**config.mk**
```make
export PLATFORM = sky130hd
export DESIGN_NAME = matrix_operand_loader
export DESIGN_NICKNAME = d
export VERILOG_FILES = /design/src/rtl/matrix_accel_pkg.sv /design/src/rtl/matrix_latency_timer.sv /design/src/rtl/matrix_operand_loader.sv
export SDC_FILE = /design/constraint.sdc
export NUM_CORES = 1
export LEC_CHECK = 0
export ABC_AREA = 1
export CORE_MARGIN = 2
export CORE_UTILIZATION = 58
export CTS_CLUSTER_DIAMETER = 120
export CTS_CLUSTER_SIZE = 20
export DETAILED_ROUTE_END_ITERATION = 6
export PLACE_DENSITY_LB_ADDON = 0.08
export RECOVER_POWER = 100
export SYNTH_ARGS = -nofsm -noshare
export SYNTH_HDL_FRONTEND = slang
export SYNTH_SLANG_ARGS = --single-unit
```
**constraint.sdc**
```tcl
create_clock -name clk -period 5.57 [get_ports clk]
set_input_delay 1.3925 -clock clk [delete_from_list [all_inputs] [get_ports clk]]
set_output_delay 1.3925 -clock clk [all_outputs]
set_load 0.05 [all_outputs]
```
**src/rtl/matrix_accel_pkg.sv**
```systemverilog
// Shared constants, loader state encoding and operand-bus packing helper for the 4x4 matrix path.
// Latency: n/a (declarations only).
// Backpressure: n/a.
// Contents: ELEM_W/N/ACC_W/ELEMS constants, load_state_e (FILL, FULL), flat_idx(i,j).
package matrix_accel_pkg;

   localparam int ELEM_W = 8;
   localparam int N      = 4;
   localparam int ACC_W  = 16;
   localparam int ELEMS  = N * N;

   typedef enum logic [0:0] {
      FILL = 1'b0,
      FULL = 1'b1
   } load_state_e;

   // Bit offset of element (i,j) on a flat row-major operand bus.
   function automatic int flat_idx(input int i, input int j);
      return (i * N + j) * ELEM_W;
   endfunction

endpackage

```
**src/rtl/matrix_latency_timer.sv**
```systemverilog
// Tracks the multiplier pipeline after an operand commit and flags when its product is stable.
// Latency: res_valid pulses for one cycle, MUL_LATENCY edges after the start edge.
// Backpressure: none; start is only legal while busy is low.
// Ports:
//   clk, rst_n  clock and asynchronous active-low reset
//   start       operands committed on this edge; loads the countdown
//   busy        countdown non-zero (product not yet stable)
//   res_valid   one-cycle pulse after the countdown reaches zero
module matrix_latency_timer #(
   parameter int MUL_LATENCY = 1   // 1..15, must fit the 4-bit countdown
) (
   input  logic clk,
   input  logic rst_n,
   input  logic start,
   output logic busy,
   output logic res_valid
);

   localparam logic [3:0] LAT_LOAD = 4'(MUL_LATENCY);

   logic [3:0] lat_cnt;

   always_ff @(posedge clk or negedge rst_n) begin
      if (!rst_n) begin
         lat_cnt   <= 4'd0;
         res_valid <= 1'b0;
      end else begin
         // The edge that takes the count from 1 to 0 is the one on which the
         // multiplier registers the product, so the pulse follows that edge.
         res_valid <= (lat_cnt == 4'd1);
         if (start) begin
            lat_cnt <= LAT_LOAD;
         end else if (lat_cnt != 4'd0) begin
            lat_cnt <= lat_cnt - 4'd1;
         end
      end
   end

   assign busy = (lat_cnt != 4'd0);

endmodule

```
**src/rtl/matrix_operand_loader.sv**
```systemverilog
// Collects a 32-byte stream (A then B, row-major) into shadow buffers and commits both onto the multiplier operand buses in one cycle.
// Latency: commit 1 edge after element 31 when the multiplier is idle; res_valid MUL_LATENCY edges after commit.
// Backpressure: s_ready low while a full frame waits to commit (at least 1 cycle per frame), so 32 elements per 33 cycles max.
// Ports:
//   clk, rst_n        clock and asynchronous active-low reset
//   s_data/s_valid/s_ready  element stream handshake
//   A_flat, B_flat    committed operands, element (i,j) at [(i*4+j)*8 +: 8]
//   res_valid         one-cycle pulse: multiplier output holds the product of the last commit
//   busy              a committed frame is still waiting for its result
//   s_last, frame_err only with MATRIX_LOADER_LAST_CHECK_EN: end-of-frame marker and sticky framing error
module matrix_operand_loader #(
   parameter int ELEM_W      = 8,
   parameter int N           = 4,
   parameter int MUL_LATENCY = 1
) (
   input  logic                  clk,
   input  logic                  rst_n,
   input  logic [ELEM_W-1:0]     s_data,
   input  logic                  s_valid,
   output logic                  s_ready,
`ifdef MATRIX_LOADER_LAST_CHECK_EN
   input  logic                  s_last,
   output logic                  frame_err,
`endif
   output logic [ELEM_W*N*N-1:0] A_flat,
   output logic [ELEM_W*N*N-1:0] B_flat,
   output logic                  res_valid,
   output logic                  busy
);

   import matrix_accel_pkg::*;

   localparam int         NELEM  = N * N;
   localparam logic [0:0] S_FILL = FILL;
   localparam logic [0:0] S_FULL = FULL;

   logic [0:0]        state;
   logic [0:0]        state_nxt;
   logic [4:0]        cnt;
   logic              xfer;
   logic              last_idx;
   logic              frame_bad;
   logic              frame_done;
   logic              commit;
   logic [ELEM_W-1:0] sh_a [NELEM];
   logic [ELEM_W-1:0] sh_b [NELEM];

   assign xfer     = s_valid && s_ready;
   assign last_idx = (cnt == 5'd31);

`ifdef MATRIX_LOADER_LAST_CHECK_EN
   // s_last must coincide exactly with element 31; any disagreement drops the frame.
   assign frame_bad = xfer && (s_last != last_idx);
`else
   assign frame_bad = 1'b0;
`endif

   assign frame_done = xfer && last_idx && !frame_bad;
   // Operands may only move once the previous product has been taken.
   assign commit     = (state == S_FULL) && !busy;

   always_comb begin
      state_nxt = state;
      case (state)
         S_FILL:  if (frame_done) state_nxt = S_FULL;
         S_FULL:  if (commit)     state_nxt = S_FILL;
         default: state_nxt = S_FILL;
      endcase
   end

   // s_ready is registered from the next state so it is low throughout reset
   // and drops on the same edge that element 31 is accepted.
   always_ff @(posedge clk or negedge rst_n) begin
      if (!rst_n) begin
         state   <= S_FILL;
         cnt     <= 5'd0;
         s_ready <= 1'b0;
      end else begin
         state   <= state_nxt;
         s_ready <= (state_nxt == S_FILL);
         if (frame_done || frame_bad) begin
            cnt <= 5'd0;
         end else if (xfer) begin
            cnt <= cnt + 5'd1;
         end
      end
   end

   // Shadow buffers carry no reset: a partial frame is dead once cnt is cleared.
   always_ff @(posedge clk) begin
      if (xfer) begin
         if (!cnt[4]) begin
            sh_a[cnt[3:0]] <= s_data;
         end else begin
            sh_b[cnt[3:0]] <= s_data;
         end
      end
   end

   always_ff @(posedge clk or negedge rst_n) begin
      if (!rst_n) begin
         A_flat <= '0;
         B_flat <= '0;
      end else if (commit) begin
         for (int k = 0; k < NELEM; k++) begin
            A_flat[k*ELEM_W +: ELEM_W] <= sh_a[k];
            B_flat[k*ELEM_W +: ELEM_W] <= sh_b[k];
         end
      end
   end

`ifdef MATRIX_LOADER_LAST_CHECK_EN
   always_ff @(posedge clk or negedge rst_n) begin
      if (!rst_n) begin
         frame_err <= 1'b0;
      end else if (frame_bad) begin
         frame_err <= 1'b1;
      end
   end
`endif

   matrix_latency_timer #(
      .MUL_LATENCY (MUL_LATENCY)
   ) u_timer (
      .clk       (clk),
      .rst_n     (rst_n),
      .start     (commit),
      .busy      (busy),
      .res_valid (res_valid)
   );

endmodule
```
# ---- After elaboration in Yosys (flattened, before gate mapping)
# Memory sizes are Yosys's and may differ from the RTL's. A register that Yosys moved wholly into a read port is not among the register bits.
# Index checks and enable logic that the tools add are counted.
dict set report op_classes {
  add_sub_neg 2
  eq_ne 2
  n_mux 13
  n_bitwise 2
  reduce_logical 39
}
# cell count
set op_table {}
lappend op_table {{$logic_not 1->1} 33}
lappend op_table {{$mux 5} 2}
lappend op_table {{$mux 1} 8}
lappend op_table {{$mux 4} 2}
lappend op_table {{$add 5x1->5 const B} 1}
lappend op_table {{$eq 5x5->1 const B} 1}
lappend op_table {{$eq 4x1->1 const B} 1}
lappend op_table {{$reduce_bool 2->1} 2}
lappend op_table {{$reduce_bool 4->1} 1}
lappend op_table {{$sub 4x1->4 const B} 1}
lappend op_table {{$logic_and 1x1->1} 3}
lappend op_table {{$not 1->1} 2}
lappend op_table {{$pmux 1 s2} 1}
dict set report word_totals {
  register_bits 12
  mem_bits_rw 256
  inputBits 11
  out_inout_bits 259
  word_cells 65
  memories 2
}
# name words word_bits read_ports rd_ports_with_merged_regs write_ports line
set mem_list {}
lappend mem_list {sh_a 16 8 16 16 1 matrix_operand_loader.sv:45} ;# logic [ELEM_W-1:0] sh_a [NELEM];
lappend mem_list {sh_b 16 8 16 16 1 matrix_operand_loader.sv:46} ;# logic [ELEM_W-1:0] sh_b [NELEM];

# ---- Depth between registers and ports, before layout
dict set report depth {
  depth_word 6
  ltp_mapped 9
  ltp_nobuf 9
}

# ---- Hierarchy
# From an unflattened synthesis, not the netlist that was laid out.
dict set report hier_totals {
  hier_cells 1467
  area_unflattened_um2 18126.1
}
# module n_inst cells_each area_per_inst_um2 seq_area_each_um2
set modules_own_cells {}
lappend modules_own_cells {matrix_operand_loader 1 1437 17874.6 14268.7}
lappend modules_own_cells {matrix_latency_timer 1 30 251.5 125.1}

# ---- Least setup slack after synthesis
# Ideal clock, no wire load.
dict set report synth_path {
  kind {input -> register}
  startpoint {input port s_valid}
  endpoint {memory sh_a[12][0], enable pin}
  setup_time_ps 383
  t_arrival_ps 2412
  required_time_ps 5187
  slack_ps 2775
  cell_stages 4
  path_buffers 0
  cell_sequence {nand2_1 > inv_1 > nand2_1 > nor3_1}
}
dict set report synth_via {
  elab_chain_cells 3
}
# element line
set synth_lines {}
lappend synth_lines {{start: declaration} matrix_operand_loader.sv:19} ;# input logic s_valid,
lappend synth_lines {{$logic_and 1x1->1} matrix_operand_loader.sv:48} ;# assign xfer = s_valid && s_ready;
lappend synth_lines {{$mux 1} matrix_operand_loader.sv:91} ;# if (xfer) begin
lappend synth_lines {{$mux 1 (not written as such)} matrix_operand_loader.sv:93} ;# sh_a[cnt[3:0]] <= s_data;
lappend synth_lines {{end: declaration} matrix_operand_loader.sv:45}
# Every way passes these cells.

==> flow_summary.toml <==
[run_status]
status = "finished with violations"
violations = "max-capacitance violations, max-slew violations"

[placement]
dp_slack_ns = 1.41
routabilityCongestion = 0.781
dpl.hpwl_um = 25200
io_buffer_count = 269
numPlacedInstances = 2083
placed_area_um2 = 21100

[timing]
fin_ws_ns = 1.56
holdWs_ns = 0.447
setup_viol_count_final = 0
max_freq_mhz = 250
slew_violations = 631
fin_crit_sh = 0.719
rsz0062_at_grt = "no"
setup_tns_ns = 0
worst_slew_pin_slew_ns = 2.95
finalCriticalPeriod_ns = 4.01
hold_viol = 0
relSlewSlack = -0.964
finalClockSkew_ns = 0.0221

[synth]
yosysWarnings = 0
synth_largest_area_cell = "edfxtp_1"
yosysUniqueCellTypes = 23
synthesis.nets = 1482
yosys_register_bits = 524
syn_area_um2 = 18400
synth.area.mux_share = 0
synth_compound_area_frac = 0.00238
synthAdderAreaFrac = 0.00543
synthSimpleGateAreaFrac = 0.175
ys_seq_area_frac = 0.781
syn_area_per_cell_um2 = 12.6
synth-xor-area-share = 0.000475
syn_inst = 1463
synth_top_family_by_area = "simple AND/OR/NAND/NOR gates"
yosys-top-cells-area = "edfxtp_1 (42%), dfrtp_1 (36%), nand2_1 (16%)"
synth_top_cell_area_share = 0.417

[critical_path]
start_kind = "input pin"
crit_path_end_kind = "asynchronous set/reset pin"
critPathBufInv = 2
ff2ff_setup_slack_ns = 1.80
worstPathArrival_ns = 4.55
slowest_stage = "clkbuf_2"
slowest_delay_ns = 1.97
path_cells = "clkbuf_2, clkbuf_2"
critPathKind = "input pin to asynchronous set/reset pin"
crit_family = "buffers and inverters"
crit_top_cell = "clkbuf_2"
required_ns = 6.12
crit_fanout = 110

[layout]
fin_area_um2 = 21900
postLayoutCoreUtil = 0.698
finalNonFillerCells = 2138
num-nets-final = 1732
drive_gt1_frac = 0.0242
final_common_cell = "nand2_1"
areaGrowthSynthToFinish_pct = 18.9
n_antenna_cell = 0
layout_common_cells = "nand2_1 (786), dfrtp_1 (268), dlygate4sd3_1 (260)"

[routing]
firstDrtPassIters = 5
wirelength_um = 41700
drc = 0
vias_per_cell = 5.18
drt_iter0_drc = 1080
wl_per_cell_um = 19.5
vias = 11100
ant_nets = 0

[pwr]
power.internal_mw = 7.76
power.switching_mw = 6.48
combinationalPowerShare = 0.437
p_total_mw = 14.2
vdd_ir_drop_max_v = 0.000459
p_per_area_nw_per_um2 = 650
power_frac_clock = 0.157
power_frac_seq = 0.406
p_leak_nw = 10.0
switching_share = 0.455

[cts]
clk_pin_slew_ns = 0.09
insertion_delay_ns = 0.57
cts_hold_buf = 0
htree_num_levels = 1
cts_buffer_depth = 3
cts_setup_buffers = 0
cts-root-buf = "clkbuf_16"
numCtsBuffers = 30
cts_tree = "done"
cts.sinks = 524
cts_resized = 0

[global_routing]
grt_max_degree = 257
antenna_found_initial = 1
grt_remaining_overflow = 0
grt_pass1_wl_um = 64200
grt_usage = 0.255
grt_pass1_vias = 10800

[floorplanning]
die-area_um2 = 33200
fp.dieW_um = 182
start_util = 0.587
top_level_ports = 270
core_um2 = 31400
die_h_um = 182
row_count = 65

[job]
drv_cap = 10

[worst_hold_path]
min_path_type = "flop to flop"
-- synth_stat cells --
master / count
nand2_1: 785
dfrtp_1: 268
edfxtp_1: 256
buf_6: 47
nor2_1: 33
inv_1: 17
nand3_1: 12
ha_1: 8
nor3_1: 8
buf_4: 6
clkbuf_1: 5
o21ai_0: 5
a21oi_1: 2
buf_2: 2
inv_2: 1
nand2_2: 1
nand2_4: 1
nor2_2: 1
nor2_4: 1
nor3b_1: 1
o2bb2ai_1: 1
or2_2: 1
xnor2_1: 1
-- power groups by stage --
stage	clock [mW]	combinational [mW]	sequential (mW)
final	2.23	6.22	5.79
after global routing	2.41	6.57	5.90
after CTS	2.27	6.60	5.83
after detailed placement	0	6.58	5.89
after global placement	0	6.50	5.89
after floorplan	0	1.16	8.83
-- registers in the layout, indices dropped and copies added (netlist names) --
register / count
u_timer.lat_cnt: 4
A_flat: 128
B_flat: 128
sh_b: 128
state: 1
sh_a: 128
u_timer.res_valid: 1
s_ready: 1
cnt: 5
-- metal layers --
metal / up-vias / share of wire / global-route usage / wire [um]
met4: 0 / 0.015 / 0.0487 / 627
met5: - / 0 / 0 / 0
met1: 5481 / 0.44 / 0.389 / 18500
met2: 379 / 0.47 / 0.400 / 19700
li1: 5168 / - / - / -
met3: 47 / 0.069 / 0.0399 / 2870
-- kinds of logic (layout without fill, tap and decap cells) --
family / after synthesis / after routing
adders and majority gates: 8 / 8
and+or+nand+nor: 844 / 844
xor gates and xnor gates: 1 / 1
DFF: 524 / 524
buffers and inverters: 78 / 351
AOI/OAI and AO/OA: 8 / 8
-- area by class of cell --
type / instances / area, um^2
fill: 2259 / 9470
timing repair buffer: 278 / 2700
clock buffer: 54 / 862
inverter: 18 / 67.6
clock inverter: 1 / 16.3
sequential: 524 / 14400
multi-input combinational: 861 / 3380
tap: 402 / 503
-- worst paths after layout --
check | from | end | cells past startpoint
worst max-delay path | rst_n | B_flat[106] | 2
worst min-delay path | sh_a[9][6] | A_flat[78] | 2
worst max register to register | u_timer.lat_cnt[0] | B_flat[47] | 7
worst min register to register | sh_a[9][6] | A_flat[78] | 2
max in group clk | u_timer.lat_cnt[0] | B_flat[47] | 7
min in group asynchronous | rst_n | A_flat[65] | 1
(Power assumes the default switching activity.)
